[config.mk]
export PLATFORM = sky130hd
export DESIGN_NAME = muldiv_unit_flat
export DESIGN_NICKNAME = d
export VERILOG_FILES = /design/src/rtl/muldiv_unit_if.sv /design/src/rtl/muldiv_unit.sv /design/src/flat_wrapper.sv
export SDC_FILE = /design/constraint.sdc
export NUM_CORES = 1
export LEC_CHECK = 0
export ABC_AREA = 1
export BUFFER_PORTS_ARGS = -buffer_cell sky130_fd_sc_hd__clkbuf_2
export CAP_MARGIN = 30
export CELL_PAD_IN_SITES_DETAIL_PLACEMENT = 0
export CELL_PAD_IN_SITES_GLOBAL_PLACEMENT = 1
export CORE_ASPECT_RATIO = 0.8
export CORE_MARGIN = 4
export CORE_UTILIZATION = 40
export DETAILED_ROUTE_END_ITERATION = 7
export PLACE_DENSITY_LB_ADDON = 0.25
export SLEW_MARGIN = 20
export SYNTH_ARGS = -nofsm -noshare
export SYNTH_HDL_FRONTEND = slang
export SYNTH_SLANG_ARGS = --single-unit
[constraint.sdc]
create_clock -name clk -period 3.6 [get_ports clk]
set_input_delay 0.18 -clock clk [delete_from_list [all_inputs] [get_ports clk]]
set_output_delay 0.18 -clock clk [all_outputs]
set_load 0.01 [all_outputs]
[src/rtl/muldiv_unit_if.sv]
// Request/response bundle between the execute stage and the RV32M multiply/divide unit.
interface muldiv_unit_if #(
   parameter int unsigned WIDTH = 32
);
   logic             start;
   logic             flush;
   logic [2:0]       func3;
   logic [WIDTH-1:0] srcA;
   logic [WIDTH-1:0] srcB;
   logic             busy;
   logic             done;
   logic [WIDTH-1:0] result;

   modport master (output start, flush, func3, srcA, srcB,
                   input  busy, done, result);
   modport slave  (input  start, flush, func3, srcA, srcB,
                   output busy, done, result);
endinterface

[src/rtl/muldiv_unit.sv]
// Iterative RV32M multiply/divide unit: shift-add multiply and restoring divide on magnitudes,
// one bit per cycle, with sign fix-up on the way out and single-cycle divide corner cases.
module muldiv_unit #(
   parameter int unsigned WIDTH = 32
) (
   input  logic         clk,
   input  logic         rst_n,
   muldiv_unit_if.slave bus
);
   localparam int unsigned CW = $clog2(WIDTH) + 1;
   localparam int unsigned PW = 2 * WIDTH;

   typedef enum logic [1:0] {ST_IDLE, ST_RUN, ST_DONE} state_e;

   state_e           state_q, state_d;
   logic [2:0]       op_q, op_d;
   logic [WIDTH-1:0] opd_q, opd_d;
   logic [PW-1:0]    acc_q, acc_d;
   logic [CW-1:0]    cnt_q, cnt_d;
   logic             neg_q, neg_d;
   logic [WIDTH-1:0] result_q, result_d;

   logic             a_sgn, b_sgn, a_neg, b_neg;
   logic [WIDTH-1:0] a_mag, b_mag;
   logic             div_zero, div_ovf;
   logic [WIDTH:0]   mul_sum, div_hi, div_diff;
   logic [PW-1:0]    it_acc, prod_s;
   logic [WIDTH-1:0] quo_sel, fin_v;

   // Request decode: operand signedness, magnitudes and the single-cycle divide cases
   always_comb begin
      a_sgn    = (bus.func3 == 3'b001) || (bus.func3 == 3'b010) || (bus.func3[2] && !bus.func3[0]);
      b_sgn    = (bus.func3 == 3'b001) || (bus.func3[2] && !bus.func3[0]);
      a_neg    = a_sgn && bus.srcA[WIDTH-1];
      b_neg    = b_sgn && bus.srcB[WIDTH-1];
      a_mag    = a_neg ? (~bus.srcA + WIDTH'(1)) : bus.srcA;
      b_mag    = b_neg ? (~bus.srcB + WIDTH'(1)) : bus.srcB;
      div_zero = bus.func3[2] && (bus.srcB == '0);
      div_ovf  = bus.func3[2] && !bus.func3[0] &&
                 (bus.srcA == {1'b1, {(WIDTH-1){1'b0}}}) && (bus.srcB == '1);
   end

   // One iteration step plus the signed result that the last step would produce
   always_comb begin
      mul_sum  = {1'b0, acc_q[PW-1:WIDTH]} + (acc_q[0] ? {1'b0, opd_q} : '0);
      div_hi   = acc_q[PW-1:WIDTH-1];
      div_diff = div_hi - {1'b0, opd_q};
      if (op_q[2]) begin
         if (!div_diff[WIDTH]) it_acc = {div_diff[WIDTH-1:0], acc_q[WIDTH-2:0], 1'b1};
         else                  it_acc = {div_hi[WIDTH-1:0], acc_q[WIDTH-2:0], 1'b0};
      end else begin
         it_acc = {mul_sum, acc_q[WIDTH-1:1]};
      end
      prod_s  = neg_q ? (~it_acc + PW'(1)) : it_acc;
      quo_sel = op_q[1] ? it_acc[PW-1:WIDTH] : it_acc[WIDTH-1:0];
      if (op_q[2])                  fin_v = neg_q ? (~quo_sel + WIDTH'(1)) : quo_sel;
      else if (op_q[1:0] == 2'b00)  fin_v = prod_s[WIDTH-1:0];
      else                          fin_v = prod_s[PW-1:WIDTH];
   end

   // Next-state logic
   always_comb begin
      state_d  = state_q;
      op_d     = op_q;
      opd_d    = opd_q;
      acc_d    = acc_q;
      cnt_d    = cnt_q;
      neg_d    = neg_q;
      result_d = result_q;
      if (bus.flush) begin
         state_d = ST_IDLE;
      end else begin
         case (state_q)
            ST_RUN: begin
               acc_d = it_acc;
               cnt_d = cnt_q - CW'(1);
               if (cnt_q == '0) begin
                  state_d  = ST_DONE;
                  result_d = fin_v;
               end
            end
            default: begin
               if (bus.start) begin
                  op_d  = bus.func3;
                  cnt_d = CW'(WIDTH - 1);
                  neg_d = (bus.func3[2] && bus.func3[1]) ? a_neg : (a_neg ^ b_neg);
                  if (div_zero) begin
                     state_d  = ST_DONE;
                     result_d = bus.func3[1] ? bus.srcA : '1;
                  end else if (div_ovf) begin
                     state_d  = ST_DONE;
                     result_d = bus.func3[1] ? '0 : bus.srcA;
                  end else begin
                     state_d = ST_RUN;
                     opd_d   = bus.func3[2] ? b_mag : a_mag;
                     acc_d   = {{WIDTH{1'b0}}, (bus.func3[2] ? a_mag : b_mag)};
                  end
               end else begin
                  state_d = ST_IDLE;
               end
            end
         endcase
      end
   end

   always_ff @(posedge clk or negedge rst_n) begin
      if (!rst_n) begin
         state_q  <= ST_IDLE;
         op_q     <= '0;
         opd_q    <= '0;
         acc_q    <= '0;
         cnt_q    <= '0;
         neg_q    <= 1'b0;
         result_q <= '0;
      end else begin
         state_q  <= state_d;
         op_q     <= op_d;
         opd_q    <= opd_d;
         acc_q    <= acc_d;
         cnt_q    <= cnt_d;
         neg_q    <= neg_d;
         result_q <= result_d;
      end
   end

   assign bus.busy   = (state_q == ST_RUN);
   assign bus.done   = (state_q == ST_DONE);
   assign bus.result = result_q;

endmodule

[src/flat_wrapper.sv]
// flat-port wrapper written by rule: the top's interface ports become plain ports
module muldiv_unit_flat 
#(
   parameter int unsigned WIDTH = 32
)
  (clk, rst_n, bus_start, bus_flush, bus_func3, bus_srcA, bus_srcB, bus_busy, bus_done, bus_result);
  muldiv_unit_if #(.WIDTH(WIDTH)) bus_i ();
  input  logic clk;
  input  logic rst_n;
  input wire logic [$bits(bus_i.start)-1:0] bus_start;
  input wire logic [$bits(bus_i.flush)-1:0] bus_flush;
  input wire logic [$bits(bus_i.func3)-1:0] bus_func3;
  input wire logic [$bits(bus_i.srcA)-1:0] bus_srcA;
  input wire logic [$bits(bus_i.srcB)-1:0] bus_srcB;
  output wire logic [$bits(bus_i.busy)-1:0] bus_busy;
  output wire logic [$bits(bus_i.done)-1:0] bus_done;
  output wire logic [$bits(bus_i.result)-1:0] bus_result;
  assign bus_i.start = bus_start;
  assign bus_i.flush = bus_flush;
  assign bus_i.func3 = bus_func3;
  assign bus_i.srcA = bus_srcA;
  assign bus_i.srcB = bus_srcB;
  assign bus_busy = bus_i.busy;
  assign bus_done = bus_i.done;
  assign bus_result = bus_i.result;
  muldiv_unit #(.WIDTH(WIDTH)) u_core (.clk(clk), .rst_n(rst_n), .bus(bus_i));
endmodule
==> summary.txt <==
Run status
  – Outcome: finished, violations left
  – Failing checks: negative setup slack

Timing
  – Hold slack final: 25.5 ps
  – Post-route minimum period: 4130 ps
  – Hold Violations, Final: 0
  – RSZ-0062 raised after global routing: yes
  – Relative slew slack: 35.5%
  – Worst-Margin Slew: 957 ps
  – Final setup viols: 32
  – Max Freq: 242 MHz
  – Final WS setup: -530 ps
  – Slew Limit Fails: 0
  – Clock Skew: 15.8 ps
  – Final period util: 115%
  – Setup_tns: -11,620 ps

Synth
  – FFs w/ async S/R, synth: 100%
  – Synthesized area: 19,100 um^2
  – #FFs+latches synth: 140
  – Post-synth EDFFs: 0
  – Syn nets: 3,505
  – Synth area leader: nand2_1
  – Post-synthesis sequential area ratio: 18.4%
  – Synth cell types: 59
  – Ranking of synthesized cells by area: nand2_1 20%, dfrtp_1 18%, inv_1 8.7%
  – Syn Inst Count: 3,361
  – Area share of the largest cell type after synthesis: 20.1%
  – Yosys warns: 0
  – Syn_area_per_cell: 5.67 um^2
  – Most common flop cell mapped by yosys: dfrtp_1

Worst setup path
  – Cell mode on critical path: nor2_4
  – Crit end category: flip-flop
  – Largest stage delay, worst path: 450 ps
  – Crit-path max FO: 3
  – Crit path kind: flip-flop to flip-flop
  – Startpoint type of the worst setup path: flip-flop
  – Reg2reg start: u_core.acc_q[43]
  – Worst R2R End: u_core.bus.result[20]
  – Critical Path RT: 3950 ps
  – Worst Setup SP: u_core.acc_q[43]
  – R2R cell count: 33
  – Slowest stage cell on the critical path: dfrtp_1
  – R2R Setup Slk: -530 ps
  – Crit path to: u_core.bus.result[20]
  – Worst EP arrival: 4490 ps

Place
  – Placed Cells: 4,558
  – GPL Wtd Cong: 1.09
  – Area after DPL: 24,400 um^2
  – Dpl hpwl: 85,600 um
  – Buffers on Ports: 104
  – Post-placement setup slack: -780 ps

Final layout
  – P&R area growth vs syn: 38.7%
  – Antenna Cells: 0
  – Fraction of layout cells with a size suffix above 1: 28.0%
  – Post-Layout Cell Count: 4,639
  – Final net count: 4,150
  – Final core utilization: 56.1%
  – Design Area, Final: 26,400 um^2

Clocking
  – CTS H-tree lvls: 4
  – CTS Buf Count: 17
  – Worst-path clk slew: 70 ps
  – Clk root buf: clkbuf_16
  – CTS Buffer Depth: 2
  – CTS tree: yes
  – Worst-skew pair later-pin latency: 480 ps
  – Sinks on Clock Net: 140

Pwr
  – Total chip power: 22.3 mW
  – Switching power: 12.0 mW
  – Power Dens Cells: 843 nW/um^2
  – Internal power: 10.3 mW
  – Clock group share of total power: 8.6%
  – Flop pwr share: 11.8%
  – Comb power frac: 79.6%
  – Peak VDD IR: 0.000558 V
  – Lkg Pwr: 13.9 nW
  – Switching Fraction: 53.9%

Die
  – Initial Util: 40.5%
  – Cell row count: 71
  – Die ar.: 51,200 um^2
  – CORE AREA: 47,100 um^2
  – Die Width: 252 um
  – Die height: 203 um
  – Num ports: 105

Global route
  – Initial antenna violation count: 3
  – Total GRT Usage: 39.7%
  – Largest net degree at the start of global routing: 86
  – First-pass GRT wire length: 153,000 um
  – Vias in the first global route: 24.3k
  – Grt total ovfl: 0

Routing
  – Drt drc: 0
  – 1st-iter DRT viols: 3,612
  – TritonRoute pass-1 iters: 6
  – Via density: 5.66
  – WL final: 105,000 um
  – Post-route antenna net violation count: 0
  – Vias: 26.3k
  – Wire per inst: 22.7 um

Min path
  – Worst Hold Class: input port to flip-flop

Run
  – Max-cap violations: 0
==> power groups by stage <==
stage | Sequential, mW | Clock, mW | Combinational, mW
final | 2.63 | 1.92 | 17.7
after global routing | 2.66 | 1.99 | 18.9
after CTS | 2.58 | 1.93 | 16.7
after detailed placement | 2.59 | 0 | 15.9
after global placement | 2.57 | 0 | 15.8
after floorplan | 2.49 | 0 | 7.82
==> metal layers <==
layer / vias up / track usage [%] / wire length, um
li1: 12156 / - / -
met1: 12233 / 58.1 / 46100
met2: 1631 / 52.8 / 40400
met3: 242 / 13.7 / 14200
met4: 2 / 15.5 / 4700
met5: - / 0 / 13
==> Yosys cell counts, types with 3 or more instances <==
cell and instances:
o221ai_1 9, nor2_1 340, o21ai_1 20, o211ai_1 13, clkinv_1 4, nor3_1 45
nand4_1 40, nand3_1 278, buf_6 10, nand3_2 13, a221o_1 3, ha_1 71
dlygate4sd1_1 4, nand2_1 1020, buf_1 7, a21o_1 9, a22oi_1 5, nand3b_1 14
a21oi_1 149, o22ai_1 39, a2bb2oi_1 4, inv_1 443, o21bai_1 18, a21boi_1 8
or2_2 29, xnor2_1 17, xor2_1 82, o21ai_2 4, a31oi_1 31, dfrtp_1 140
o21ai_0 274, nand2_4 5, nor2_2 19, nor2_4 3, nand2_2 34, o21a_1 10
clkbuf_1 80, buf_2 19, nor4_1 12, buf_4 8
==> logic make-up (layout without fill, tap and decap cells) <==
| group | after synthesis | in the layout | synth area share, % |
|---|---|---|---|
| AOI/OAI and AO/OA | 608 | 608 | 18.0 |
| xor gates and xnor gates | 99 | 99 | 4.55 |
| adders and majority gates | 73 | 73 | 4.87 |
| buffers and inverters | 581 | 1239 | 12.4 |
| DFF | 140 | 140 | 18.4 |
| and+or+nand+nor | 1860 | 1860 | 41.8 |
==> worst min-delay path by stage <==
stage	cells after the start	from	to	slack [ps]
6_report	2	bus_flush	u_core.state_q[0]	30
5_1_grt	2	bus_flush	u_core.state_q[0]	10
4_1_cts	2	bus_flush	u_core.state_q[0]	5
3_5_place_dp	1	rst_n	u_core.opd_q[14]	340
3_3_place_gp	1	rst_n	u_core.opd_q[14]	330
2_1_floorplan	0	rst_n	u_core.acc_q[0]	-120
==> critical path, delay by kind of cell, from the launching register on <==
family,cells,cell delay (ps)
fa+ha+maj,2,510
simple gates,25,2320
flops,1,450
compound gates,2,220
buf+inv,4,490
==> sequential cells by signal, indices dropped and copies added, names as in the netlist <==
| signal | flops |
|---|---|
| u_core.op_q | 3 |
| u_core.opd_q | 32 |
| u_core.bus.result | 32 |
| u_core.cnt_q | 6 |
| u_core.acc_q | 64 |
| u_core.state_q | 2 |
| u_core.neg_q | 1 |
==> placed cells by master (no fill, tap or decap), types with 14 or more instances in the layout <==
master and n:
a31oi_1 31, a21oi_1 131, or2_2 28, a21oi_2 18
nand3_2 31, ha_1 42, nand3_1 253, inv_2 16
o21ai_2 15, o21ai_1 25, xnor2_1 17, clkbuf_2 103
xor2_1 82, nor2_1 305, clkbuf_16 17, ha_4 25
inv_1 428, o22ai_1 39, nand2_4 14, nand2_2 85
nor3_1 43, buf_4 639, nor2_4 20, o21bai_1 16
dfrtp_1 128, nand3b_1 14, o21ai_0 256, nand2_1 960
nor2_2 37, nand4_1 40
==> layout make-up <==
cell class	count	area, um^2
Sequential cell	140	3520
Multi-Input combinational cell	2640	14300
Timing Repair Buffer	759	5580
Tap cell	620	776
Clock buffer	19	453
Clock inverter	13	143
Inverter	448	1680
Fill cell	4851	20700
==> what timing repair did <==
item,CTS,global route
hold buffers,1,0
gates resized for setup,158,103
pin swaps,24,28
setup endpoints to repair,32,32
hold endpoints to repair,82,0
buffers inserted,26,21
(Power assumes the default switching activity.)
